## src/rtl/mips_pkg.sv

```systemverilog
// Shared fetch-stage definitions: reset PC, word size, sequencer FSM encoding.
package mips_pkg;

  localparam int unsigned XLEN       = 32;
  localparam int unsigned WORD_BYTES = 4;
  localparam logic [XLEN-1:0] PC_RESET = 32'h0000_3000;

  typedef enum logic [1:0] {
    ST_BOOT = 2'd0,
    ST_RUN  = 2'd1,
    ST_WAIT = 2'd2
  } fetch_state_e;

  function automatic logic [XLEN-1:0] word_align(input logic [XLEN-1:0] addr);
    return {addr[XLEN-1:2], 2'b00};
  endfunction

endpackage

```

## src/rtl/fetch_sequencer_if.sv

```systemverilog
// Fetch sequencer bundle: PC/hazard/redirect/imem inputs and PC-register controls.
interface fetch_sequencer_if #(
  parameter int unsigned CNT_W = 16
);
  logic [31:0]      pc_cur;
  logic             stall;
  logic             redirect_valid;
  logic [31:0]      redirect_target;
  logic             imem_ready;
  logic [31:0]      npc;
  logic             pc_en;
  logic             ifid_en;
  logic             addr_err;
  logic [CNT_W-1:0] stall_cnt;

  modport master (
    output pc_cur, stall, redirect_valid, redirect_target, imem_ready,
    input  npc, pc_en, ifid_en, addr_err, stall_cnt
  );

  modport slave (
    input  pc_cur, stall, redirect_valid, redirect_target, imem_ready,
    output npc, pc_en, ifid_en, addr_err, stall_cnt
  );
endinterface

```

## src/rtl/fetch_sequencer_redirect_buf.sv

```systemverilog
// One-entry redirect target holder: set/overwrite wins over clear, misalign flag on input.
module redirect_buf
  import mips_pkg::*;
(
  input  logic            clk,
  input  logic            reset,
  input  logic            set,
  input  logic            clear,
  input  logic [XLEN-1:0] target,
  output logic            valid,
  output logic [XLEN-1:0] target_q,
  output logic            misalign
);

  always_ff @(posedge clk) begin
    if (!reset) begin
      valid    <= 1'b0;
      target_q <= '0;
    end else if (set) begin
      valid    <= 1'b1;
      target_q <= word_align(target);
    end else if (clear) begin
      valid    <= 1'b0;
    end
  end

  assign misalign = |target[1:0];

endmodule

```

## src/rtl/fetch_sequencer.sv

```systemverilog
// Fetch PC sequencer: BOOT/RUN/WAIT FSM, next-PC select, enables, stall counter.
module fetch_sequencer
  import mips_pkg::*;
#(
  parameter logic [31:0] RESET_PC = PC_RESET,
  parameter int unsigned CNT_W    = 16
) (
  input  logic              clk,
  input  logic              reset,
  fetch_sequencer_if.slave  bus
);

  fetch_state_e     state_q;
  fetch_state_e     state_d;
  logic             sample_c;
  logic             pc_en_c;
  logic [31:0]      npc_c;
  logic             addr_err_c;
  logic             buf_valid;
  logic [31:0]      buf_target;
  logic             misalign;
  logic [CNT_W-1:0] cnt_q;

  always_ff @(posedge clk) begin
    if (!reset) state_q <= ST_BOOT;
    else        state_q <= state_d;
  end

  always_comb begin
    state_d = state_q;
    case (state_q)
      ST_BOOT: state_d = ST_RUN;
      ST_RUN:  if (!bus.imem_ready) state_d = ST_WAIT;
      ST_WAIT: if (bus.imem_ready)  state_d = ST_RUN;
      default: state_d = ST_BOOT;
    endcase
  end

  // Redirects from ID are only trusted when the hazard unit is not holding ID.
  always_comb begin
    sample_c   = 1'b0;
    pc_en_c    = 1'b0;
    addr_err_c = 1'b0;
    npc_c      = RESET_PC;
    if (reset && state_q != ST_BOOT) begin
      sample_c   = bus.redirect_valid && !bus.stall;
      pc_en_c    = (state_q == ST_RUN) && bus.imem_ready && !bus.stall;
      addr_err_c = sample_c && misalign;
      if (sample_c)       npc_c = word_align(bus.redirect_target);
      else if (buf_valid) npc_c = buf_target;
      else                npc_c = word_align(bus.pc_cur + 32'(WORD_BYTES));
    end
  end

  redirect_buf u_redirect_buf (
    .clk      (clk),
    .reset    (reset),
    .set      (sample_c && !pc_en_c),
    .clear    (pc_en_c),
    .target   (bus.redirect_target),
    .valid    (buf_valid),
    .target_q (buf_target),
    .misalign (misalign)
  );

  // Counts lost fetch cycles after BOOT; sticks at all-ones.
  always_ff @(posedge clk) begin
    if (!reset) begin
      cnt_q <= '0;
    end else if (!pc_en_c && state_q != ST_BOOT && cnt_q != {CNT_W{1'b1}}) begin
      cnt_q <= cnt_q + CNT_W'(1);
    end
  end

  assign bus.npc       = npc_c;
  assign bus.pc_en     = pc_en_c;
  assign bus.ifid_en   = pc_en_c;
  assign bus.addr_err  = addr_err_c;
  assign bus.stall_cnt = cnt_q;

endmodule

```

## src/flat_wrapper.sv

```systemverilog
// flat-port wrapper written by rule: the top's interface ports become plain ports
module fetch_sequencer_flat import mips_pkg::*;
#(
  parameter logic [31:0] RESET_PC = PC_RESET,
  parameter int unsigned CNT_W    = 16
)
  (clk, reset, bus_pc_cur, bus_stall, bus_redirect_valid, bus_redirect_target, bus_imem_ready, bus_npc, bus_pc_en, bus_ifid_en, bus_addr_err, bus_stall_cnt);
  fetch_sequencer_if #(.CNT_W(CNT_W)) bus_i ();
  input  logic clk;
  input  logic reset;
  input wire logic [$bits(bus_i.pc_cur)-1:0] bus_pc_cur;
  input wire logic [$bits(bus_i.stall)-1:0] bus_stall;
  input wire logic [$bits(bus_i.redirect_valid)-1:0] bus_redirect_valid;
  input wire logic [$bits(bus_i.redirect_target)-1:0] bus_redirect_target;
  input wire logic [$bits(bus_i.imem_ready)-1:0] bus_imem_ready;
  output wire logic [$bits(bus_i.npc)-1:0] bus_npc;
  output wire logic [$bits(bus_i.pc_en)-1:0] bus_pc_en;
  output wire logic [$bits(bus_i.ifid_en)-1:0] bus_ifid_en;
  output wire logic [$bits(bus_i.addr_err)-1:0] bus_addr_err;
  output wire logic [$bits(bus_i.stall_cnt)-1:0] bus_stall_cnt;
  assign bus_i.pc_cur = bus_pc_cur;
  assign bus_i.stall = bus_stall;
  assign bus_i.redirect_valid = bus_redirect_valid;
  assign bus_i.redirect_target = bus_redirect_target;
  assign bus_i.imem_ready = bus_imem_ready;
  assign bus_npc = bus_i.npc;
  assign bus_pc_en = bus_i.pc_en;
  assign bus_ifid_en = bus_i.ifid_en;
  assign bus_addr_err = bus_i.addr_err;
  assign bus_stall_cnt = bus_i.stall_cnt;
  fetch_sequencer #(.RESET_PC(RESET_PC), .CNT_W(CNT_W)) u_core (.clk(clk), .reset(reset), .bus(bus_i));
endmodule
```

## config.mk

```make
export PLATFORM = sky130hd
export DESIGN_NAME = fetch_sequencer_flat
export DESIGN_NICKNAME = d
export VERILOG_FILES = /design/src/rtl/mips_pkg.sv /design/src/rtl/fetch_sequencer_if.sv /design/src/rtl/fetch_sequencer_redirect_buf.sv /design/src/rtl/fetch_sequencer.sv /design/src/flat_wrapper.sv
export SDC_FILE = /design/constraint.sdc
export NUM_CORES = 1
export LEC_CHECK = 0
export CORE_MARGIN = 2
export CORE_UTILIZATION = 46
export CTS_CLUSTER_SIZE = 30
export DETAILED_ROUTE_END_ITERATION = 10
export HOLD_SLACK_MARGIN = 0.05
export PLACE_DENSITY = 0.82
export SLEW_MARGIN = 20
export SYNTH_ARGS = -nofsm -noshare
export SYNTH_HDL_FRONTEND = slang
export SYNTH_SLANG_ARGS = --single-unit
```

## constraint.sdc

```tcl
create_clock -name clk -period 3.65 [get_ports clk]
set_clock_uncertainty 0.05 [all_clocks]
set_input_delay 0.9125 -clock clk [delete_from_list [all_inputs] [get_ports clk]]
set_output_delay 0.9125 -clock clk [all_outputs]
set_load 0.01 [all_outputs]
```

Word-level counts from Yosys, hierarchy flattened
Index checks and enable logic that the tools add are counted. Widths: inputs -> output; s select.

Bitwise logic cells: 0. Multiplexer cells: 11. Divide/modulo/power cells: 0. $add $sub $neg: 2. Reduce and logical (&&, ||, !) cells: 15. Multipliers: 0. Magnitude comparators: 0. Shift-type cells: 0. Equal/unequal tests: 5.

Operators with widths (number): $mux 32 (3); $add 32x3->32 const B (1); $add 16x1->16 const B (1); $ne 16x16->1 const B (1); $logic_and 1x1->1 (8); $pmux 2 s3 (1); $mux 1 (5); $mux 2 (2); $ne 2x2->1 const B (2); $reduce_bool 2->1 (2); $eq 2x1->1 const B (1); $eq 2x2->1 const B (1); $logic_not 1->1 (2); $logic_not 2->1 (1); $reduce_and 2->1 (1); $reduce_or 2->1 (1).

Output and inout bits: 51. Memories kept: 0. Word-level logic and storage cells: 37. RAM bits: 0. Register bits: 49. Latch bits: 0. ROM bits: 0.

Logic depth before layout (Yosys ltp)
Gate-level depths: netlist of run 1.

Depth in word-level cells: 7. Depth in mapped cells: 7.

Hierarchy
A second synthesis of run 1 with hierarchy kept.

Cells, all modules: 436. Area total of the unflattened synthesis: 3489.6 um^2.

By module, submodules not included: fetch_sequencer (seq. area each 360.3 um^2, cells each 332, times used 1, area each 2259.7 um^2); redirect_buf (seq. area each 620.6 um^2, cells each 104, times used 1, area each 1229.9 um^2).

Least setup slack after synthesis of run 1
Ideal clock, no wire load.

Kind: input -> output. Start: input bus_pc_cur[2]. End: output bus_npc[28]. Stages: 7. Arrival time: 2.360 ns. Setup slack: 0.327 ns. Required time: 2.688 ns. Cell sequence: ha_1 and4_1 clkbuf_1 nand4_1 nor4_1 xnor2_1 a221oi_1.

Longest elaborated chain between the ends: 4.

Ends and longest elaborated chain: from (decl) (line flat_wrapper.sv:11) `input wire logic [$bits(bus_i.pc_cur)-1:0] bus_pc_cur;`; $add 32x3->32 (line fetch_sequencer.sv:51) `else npc_c = word_align(bus.pc_cur + 32'(WORD_BYTES));`; $mux 32 (line fetch_sequencer.sv:50) `else if (buf_valid) npc_c = buf_target;`; $mux 32 (line fetch_sequencer.sv:49) `if (sample_c) npc_c = word_align(bus.redirect_target);`; $mux 32 (line fetch_sequencer.sv:45) `if (reset && state_q != ST_BOOT) begin`; to (decl) (line flat_wrapper.sv:16) `output wire logic [$bits(bus_i.npc)-1:0] bus_npc;`.

Every way passes these cells.

Worst setup path in the final report of run 1
Same ends and word-level chain as after synthesis.

==> summary.log, run 1 <==
INFO  critical_path  worst_setup_path_start_kind=primary input
INFO  global_route   grt_remaining_overflow=0
INFO  clock_tree     cts_tree=yes
INFO  critical_path  element_type_at_the_critical_path_end=output port
INFO  logic_synthesis count_of_unique_library_cells_instantiated_by_yosys=44
INFO  sta            layout_setup_ws=0.0214ns
INFO  global_route   grt_max_degree=41
INFO  logic_synthesis synthMostInstantiatedCell=nand2_1
INFO  cells_and_area filler_cell_count=546
INFO  clock_tree     clk-insertion-delay-late=0.30ns
INFO  detailed_routing detail_route.wirelength=12300um
INFO  logic_synthesis post_synth_top_area_share=29.1%
INFO  place          placed_wire_length_estimate_after_detailed_placement=8450um
INFO  floorplan      chipWidth=89.7um
INFO  logic_synthesis synth-seq-area-share=29.1%
INFO  clock_tree     numCtsBuffers=5
INFO  sta            timing.final.max_slew_violations=0
INFO  run            cap_viol_max_count=0
INFO  logic_synthesis synthesis.area_per_instance=7.35um2
INFO  floorplan      die_area=8040um2
INFO  logic_synthesis post_synth_inst_count=459
INFO  detailed_routing drt-vias-per-instance=5.79
INFO  cells_and_area final_non_filler_cell_total=716
INFO  cells_and_area num_antenna_cells=0
INFO  pwr            max_vdd_drop=0.000236V
INFO  detailed_routing drt_iter0_drc=278
INFO  floorplan      initial_core_util=47.0%
INFO  clock_tree     clk_path_buf_depth=2
INFO  cells_and_area area_delta_synth_final=55.6%
INFO  critical_path  worst_ep_arrival_time=2.67ns
INFO  logic_synthesis synth-edff-count=0
INFO  clock_tree     ctsHoldBuffers=0
INFO  critical_path  critPathKind=primary input to output port
INFO  logic_synthesis synth_top_cells_by_area=dfxtp_1 29%, nand2_1 11%, a21boi_0 7.1%
INFO  cells_and_area share_of_cells_above_drive_strength_1=19.1%
INFO  logic_synthesis syn_area=3370um2
INFO  global_route   number_of_antenna_violations_at_the_first_check_in_global_routing=0
INFO  sta            timing.max_slew.rel_slack=55.6%
INFO  sta            max_slew.worst_pin.slew=0.650ns
INFO  global_route   via_count_of_the_first_global_routing_pass=3960
INFO  place          dpl_worst_slack=-0.713ns
INFO  place          cell_area_after_placement=5020um2
INFO  floorplan      floorplan.core_area=7180um2
INFO  floorplan      top_level_ports=120
INFO  cells_and_area layout.nets=689
INFO  place          gpl.final_weighted_congestion=0.928
INFO  critical_path  reg2reg_slack=1.61ns
INFO  pwr            power.leakage=0.00210uW
INFO  place          placedCellCount=704
INFO  sta            final_hold_viol_count=0
INFO  clock_tree     cts.sinks=49
INFO  clock_tree     clk_pin_slew=0.08ns
INFO  hold_path      worst_hold_path_type=flop to flop
INFO  clock_tree     cts_root_buffer=clkbuf_8
INFO  cells_and_area stdcell_area=5250um2
INFO  global_route   grt.total_usage=28.9%
INFO  clock_tree     ctsHtreeMaxLevel=2
INFO  place          port_buffers=115
INFO  sta            layout_min_cycle_time=3.63ns
INFO  sta            fin_crit_sh=99.4%
INFO  sta            timing.final.setup_violations=0
INFO  detailed_routing drc=0
INFO  logic_synthesis ys.flop_type=dfxtp_1
INFO  detailed_routing drt_pass1_iterations=7
INFO  floorplan      die_height=89.7um
INFO  logic_synthesis synth-warning-count=0
INFO  global_route   grt_first_pass_wirelength=18400um
INFO  sta            final.hold.worst_slack=0.413ns
INFO  detailed_routing vias=4145
INFO  critical_path  worstPathMaxFanout=3
INFO  critical_path  worst_ep_required_time=2.69ns
INFO  floorplan      placement_rows=31
INFO  pwr            pwr_per_cell_area=230nW/um2
INFO  sta            max_clock_freq=276MHz
INFO  logic_synthesis ys_ff_latch=49
INFO  logic_synthesis top_post_synthesis_cells_by_count=101 x nand2_1, 49 x dfxtp_1, 32 x a21boi_0, 30 x clkbuf_1, 26 x nand3_1
INFO  logic_synthesis yosys.area.top_type=dfxtp_1
INFO  detailed_routing antenna_violating_nets_post_route=0
INFO  logic_synthesis async_reset_ff_share=0%
INFO  detailed_routing routed_wire_length_per_instance=17.2um
INFO  outcome        outcome=finished, final reports clean
## worst max-delay path: stages
cell and delay (ns):
clkdlybuf4s15_1 0.19, ha_2 0.18, and4_4 0.23, nand4_1 0.18, buf_4 0.20, nor4_4 0.23
xnor2_2 0.13, a221oi_2 0.23, buf_2 0.17
## what timing repair did
action | 4_1_cts | 5_1_grt
pin swaps | 15 | 13
setup endpoints to repair | 30 | 15
setup buffers | 3 | 2
gates resized for setup | 86 | 30
gates cloned | 1 | 0
## per-layer routing
metal,up-vias,global-route usage [%],part of all wire [%]
met3,53,6.22,8.5
li1,1951,-,-
met1,1910,34.7,40
met2,231,49.9,48
met5,-,0,0
met4,0,12.1,3.3
## sequential cells by signal (all words and copies together), names as in the netlist
| register | cells |
|---|---|
| u_core.u_redirect_buf.target_q | 30 |
| u_core.u_redirect_buf.valid | 1 |
| u_core.state_q | 2 |
| u_core.bus.stall_cnt | 16 |
## layout make-up
| class | instances | area, um2 | area share, % |
|---|---|---|---|
| Multi-Input combinational cell | 369 | 2390 | 45.6 |
| Inverter | 7 | 26.3 | 0.500 |
| Timing Repair Buffer | 186 | 1650 | 31.5 |
| Clock buffer | 5 | 68.8 | 1.31 |
| Sequential cell | 49 | 981 | 18.7 |
| Tap cell | 99 | 124 | 2.36 |
| Clock inverter | 1 | 5.00 | 0.0953 |
## power by group
part / total, uW / internal [uW] / switching [uW]
clock network: 293 / 126 / 167
logic: 358 / 183 / 175
registers: 558 / 546 / 11.9
## path summary, 6_finish.rpt
kind | startpoint | endpoint | depth (start not counted)
hold reg to reg | u_core.u_redirect_buf.target_q[16]$_SDFFE_PN0P_ | u_core.u_redirect_buf.target_q[16]$_SDFFE_PN0P_ | 2
setup reg to reg | u_core.bus.stall_cnt[0]$_SDFFE_PN0P_ | u_core.bus.stall_cnt[11]$_SDFFE_PN0P_ | 5
setup / recovery | bus_pc_cur[2] | bus_npc[28] | 9
hold / removal | u_core.u_redirect_buf.target_q[16]$_SDFFE_PN0P_ | u_core.u_redirect_buf.target_q[16]$_SDFFE_PN0P_ | 2
## per-stage QoR
stage	total power (uW)	util, %	TNS [ns]
final	1210	73.2	0
after CTS	1200	72.3	0
after detailed placement	926	70.0	-11.99
after floorplan	706	-	0
after global placement	920	70.0	-10.61
after global routing	1260	73.2	-0.0701
## cell usage in the layout (no fill, tap or decap), types with 6 or more instances in the layout
cell	n
inv_1	7
xnor2_1	15
nand2_1	101
dfxtp_1	49
dlygate4sd2_1	35
buf_4	66
o211ai_1	10
nand4_1	13
buf_2	6
nor2_1	7
a21oi_1	16
clkdlybuf4s50_1	65
and2_1	8
and3_1	10
xor2_1	13
nand2b_1	7
mux2i_1	8
o21ai_0	16
a21boi_0	32
nand3_1	26
nor4_1	6
or3_1	10
## cells by family after synthesis
logic type,after synthesis,synth area share (%)
XOR/XNOR,29,7.53
adder cells (fa/ha/maj),3,1.04
AND/OR/NAND/NOR,219,32.9
multiplexers,8,2.37
AO/OA/AOI/OAI,108,21.9
other,1,0.111
flip-flops,49,29.1
buffers and inverters,42,5.15
(Power assumes the default switching activity.)
==> run 2: changes to the inputs <==
- CORE_MARGIN: 2 -> 4
- SLEW_MARGIN: 20 -> not set
- clock period: 3.65 -> 4.1 ns (I/O delays scaled with it)
==> run 2 against run 1 <==
Sequential power decreased by 11%. Global-route usage decreased by 2.7 points. Worst setup slack got worse by 0.00097 ns.
==> summary.log, run 2 (same netlist as run 1, synthesis figures left out) <==
INFO  outcome        outcome=finished, final reports clean
INFO  global_route   number_of_antenna_violations_at_the_first_check_in_global_routing=0 [unchanged]
INFO  detailed_routing drt_pass1_iterations=5 [-2]
INFO  cells_and_area largest_register_ff_count=30 [unchanged]
INFO  place          gpl.final_weighted_congestion=0.884 [-4.8%]
INFO  cells_and_area filler_cell_count=538 [-1.5%]
INFO  hold_path      holdCritStartpoint=u_core.u_redirect_buf.target_q[5]$_SDFFE_PN0P_
INFO  global_route   via_count_of_the_first_global_routing_pass=3889 [-1.8%]
INFO  sta            fin_crit_sh=99.5%
INFO  critical_path  rr_startpoint=u_core.state_q[1]$_SDFFE_PN0P_
INFO  critical_path  worst_setup_path_start_kind=primary input
INFO  run            cap_viol_max_count=0 [unchanged]
INFO  clock_tree     clk_path_buf_depth=2 [unchanged]
INFO  cells_and_area final_non_filler_cell_total=697 [-2.7%]
INFO  hold_path      holdPathEnd=u_core.u_redirect_buf.target_q[5]$_SDFFE_PN0P_
INFO  detailed_routing routed_wire_length_per_instance=16.6um [-3.2%]
INFO  sta            timing.final.setup_violations=0 [unchanged]
INFO  critical_path  cp_num_cells=8 [-1]
INFO  cells_and_area area.sequential=981um2 [unchanged]
INFO  floorplan      placement_rows=30 [-3.2%]
INFO  cells_and_area regMostFlops=u_core.u_redirect_buf.target_q
INFO  detailed_routing drt-vias-per-instance=5.71 [-1.3%]
INFO  clock_tree     cts_tree=yes
INFO  critical_path  crit_buf_inv=3 [unchanged]
INFO  cells_and_area layout_commonest_cell=nand2_1
INFO  critical_path  cp_slowest_cell=clkdlybuf4s50_1
INFO  cells_and_area layout.nets=671 [-2.6%]
INFO  pwr            power.leakage=0.00198uW [-5.9%]
INFO  critical_path  worst_ep_required_time=3.02ns [+0.33 ns]
INFO  detailed_routing detail_route.wirelength=11600um [-5.8%]
INFO  place          port_buffers=115 [unchanged]
INFO  critical_path  reg2reg_slack=1.45ns [-0.16 ns]
INFO  critical_path  worstPathMaxFanout=16 [+13]
INFO  hold_path      worst_hold_path.num_cells=2 [unchanged]
INFO  critical_path  crit_reg_reg_endpoint=u_core.u_redirect_buf.target_q[14]$_SDFFE_PN0P_
INFO  critical_path  slowest_delay=0.48ns [+0.25 ns]
INFO  clock_tree     cts.sinks=49 [unchanged]
INFO  global_route   grt_remaining_overflow=0 [unchanged]
INFO  floorplan      chipWidth=93.7um [+4.5%]
INFO  global_route   grt_first_pass_wirelength=18700um [+1.9%]
INFO  floorplan      top_level_ports=120 [unchanged]
INFO  cells_and_area multiInputGateArea=2320um2 [-3.1%]
INFO  sta            max_slew.worst_pin.slew=1.12ns [+0.471 ns]
INFO  detailed_routing vias=3983 [-3.9%]
INFO  place          placed_wire_length_estimate_after_detailed_placement=8490um [+0.43%]
INFO  floorplan      initial_core_util=48.6% [+1.6 points]
INFO  hold_path      worst_hold_path_type=flop to flop
INFO  critical_path  timing.critical_path.cells=clkdlybuf4s50_1 -> and4_4 -> nand4_4 -> buf_6 -> o31a_1 -> o31ai_2 -> a21oi_1 -> dlygate4sd2_1
INFO  clock_tree     numCtsBuffers=5 [unchanged]
INFO  detailed_routing antenna_violating_nets_post_route=0 [unchanged]
INFO  clock_tree     clk_pin_slew=0.10ns [+0.02 ns]
INFO  detailed_routing drt_iter0_drc=215 [-23%]
INFO  cells_and_area mostFrequentLayoutCells=101 x nand2_1, 89 x clkdlybuf4s50_1, 52 x buf_4
INFO  clock_tree     cts_root_buffer=clkbuf_8
INFO  pwr            max_vdd_drop=0.000197V [-17%]
INFO  global_route   grt.total_usage=26.2% [-2.7 points]
INFO  cells_and_area final_util=73.4% [+0.22 points]
INFO  clock_tree     clk-insertion-delay-late=0.31ns [about the same]
INFO  detailed_routing drc=0 [unchanged]
INFO  floorplan      die_area=8770um2 [+9.1%]
INFO  floorplan      floorplan.core_area=6940um2 [-3.2%]
INFO  sta            final_hold_viol_count=0 [unchanged]
INFO  place          placedCellCount=688 [-2.3%]
INFO  sta            timing.final.max_slew_violations=0 [unchanged]
INFO  cells_and_area area_delta_synth_final=51.0%
INFO  sta            timing.max_slew.rel_slack=25.3% [-30 points]
INFO  sta            layout_min_cycle_time=4.08ns
INFO  critical_path  critical_path.top_delay_family=buffers and inverters
INFO  clock_tree     ctsHtreeMaxLevel=2 [unchanged]
INFO  pwr            pwr_per_cell_area=241nW/um2 [+4.5%]
INFO  critical_path  worst_ep_arrival_time=3.00ns [+0.33 ns]
INFO  critical_path  rr_worst_depth=6 [+1]
INFO  sta            max_clock_freq=245MHz
INFO  cells_and_area share_of_cells_above_drive_strength_1=15.0% [-4.1 points]
INFO  critical_path  critPathKind=primary input to output port
INFO  critical_path  element_type_at_the_critical_path_end=output port
INFO  global_route   grt_max_degree=40 [-2.4%]
INFO  cells_and_area num_antenna_cells=0 [unchanged]
INFO  floorplan      die_height=93.7um [+4.5%]
-- run 2: metal layers --
metal / GRT usage, % / share of wire, %
met5: 0 / 0
met4: 8.06 / 2.0
met3: 4.41 / 8.2
met2: 44.7 / 48
met1: 33.8 / 41
-- run 2: stage by stage --
step	hold WS (ns)	worst slack [ns]	area [um2]	TNS [ns]	total power, uW
after detailed placement	0.403	-0.446	4910	-5.75	813
after global routing	0.430	-0.0102	5100	-0.0145	1280
after CTS	0.417	-0.00361	5070	-0.00361	1230
final	0.417	0.0205	5100	0	1230
after global placement	0.397	-0.408	4910	-5.47	807
after floorplan	0.388	0.552	3380	0	629
-- run 2: worst max-delay path by stage --
stage / startpoint / endpoint
global placement: bus_pc_cur[7] / bus_npc[27]
global route: bus_pc_cur[7] / bus_npc[24]
CTS: bus_pc_cur[7] / bus_npc[30]
finish: bus_pc_cur[7] / bus_npc[24]
detailed placement: bus_pc_cur[7] / bus_npc[23]
floorplan: bus_pc_cur[2] / bus_npc[28]
-- run 2: what timing repair did --
item	4_1_cts	5_1_grt
resized for setup	45	23
pin swaps	4	5
endpoints found under the hold margin	0	0
buffers inserted	1	0
endpoints found under the setup margin	26	15
hold buffers	0	0
-- run 2: area by class of cell --
class / instances / share of cell area (%)
Clock buffer: 5 / 1.35
Clock inverter: 3 / 1.35
Inverter: 7 / 0.516
Multi-Input combinational cell: 369 / 45.5
Sequential cell: 49 / 19.2
Tap cell: 96 / 2.36
Timing Repair Buffer: 168 / 29.7
-- run 2: power by group --
group | total [uW] | switching (uW) | internal (uW)
clock | 424 | 178 | 246
sequential | 496 | 9.83 | 486
combinational | 306 | 146 | 160
total | 1230 | 334 | 892
-- run 2: worst min-delay path, stage by stage (launching register included) --
cell and delay [ns]:
dfxtp_1 0.32, nand2_1 0.04, a21boi_0 0.06
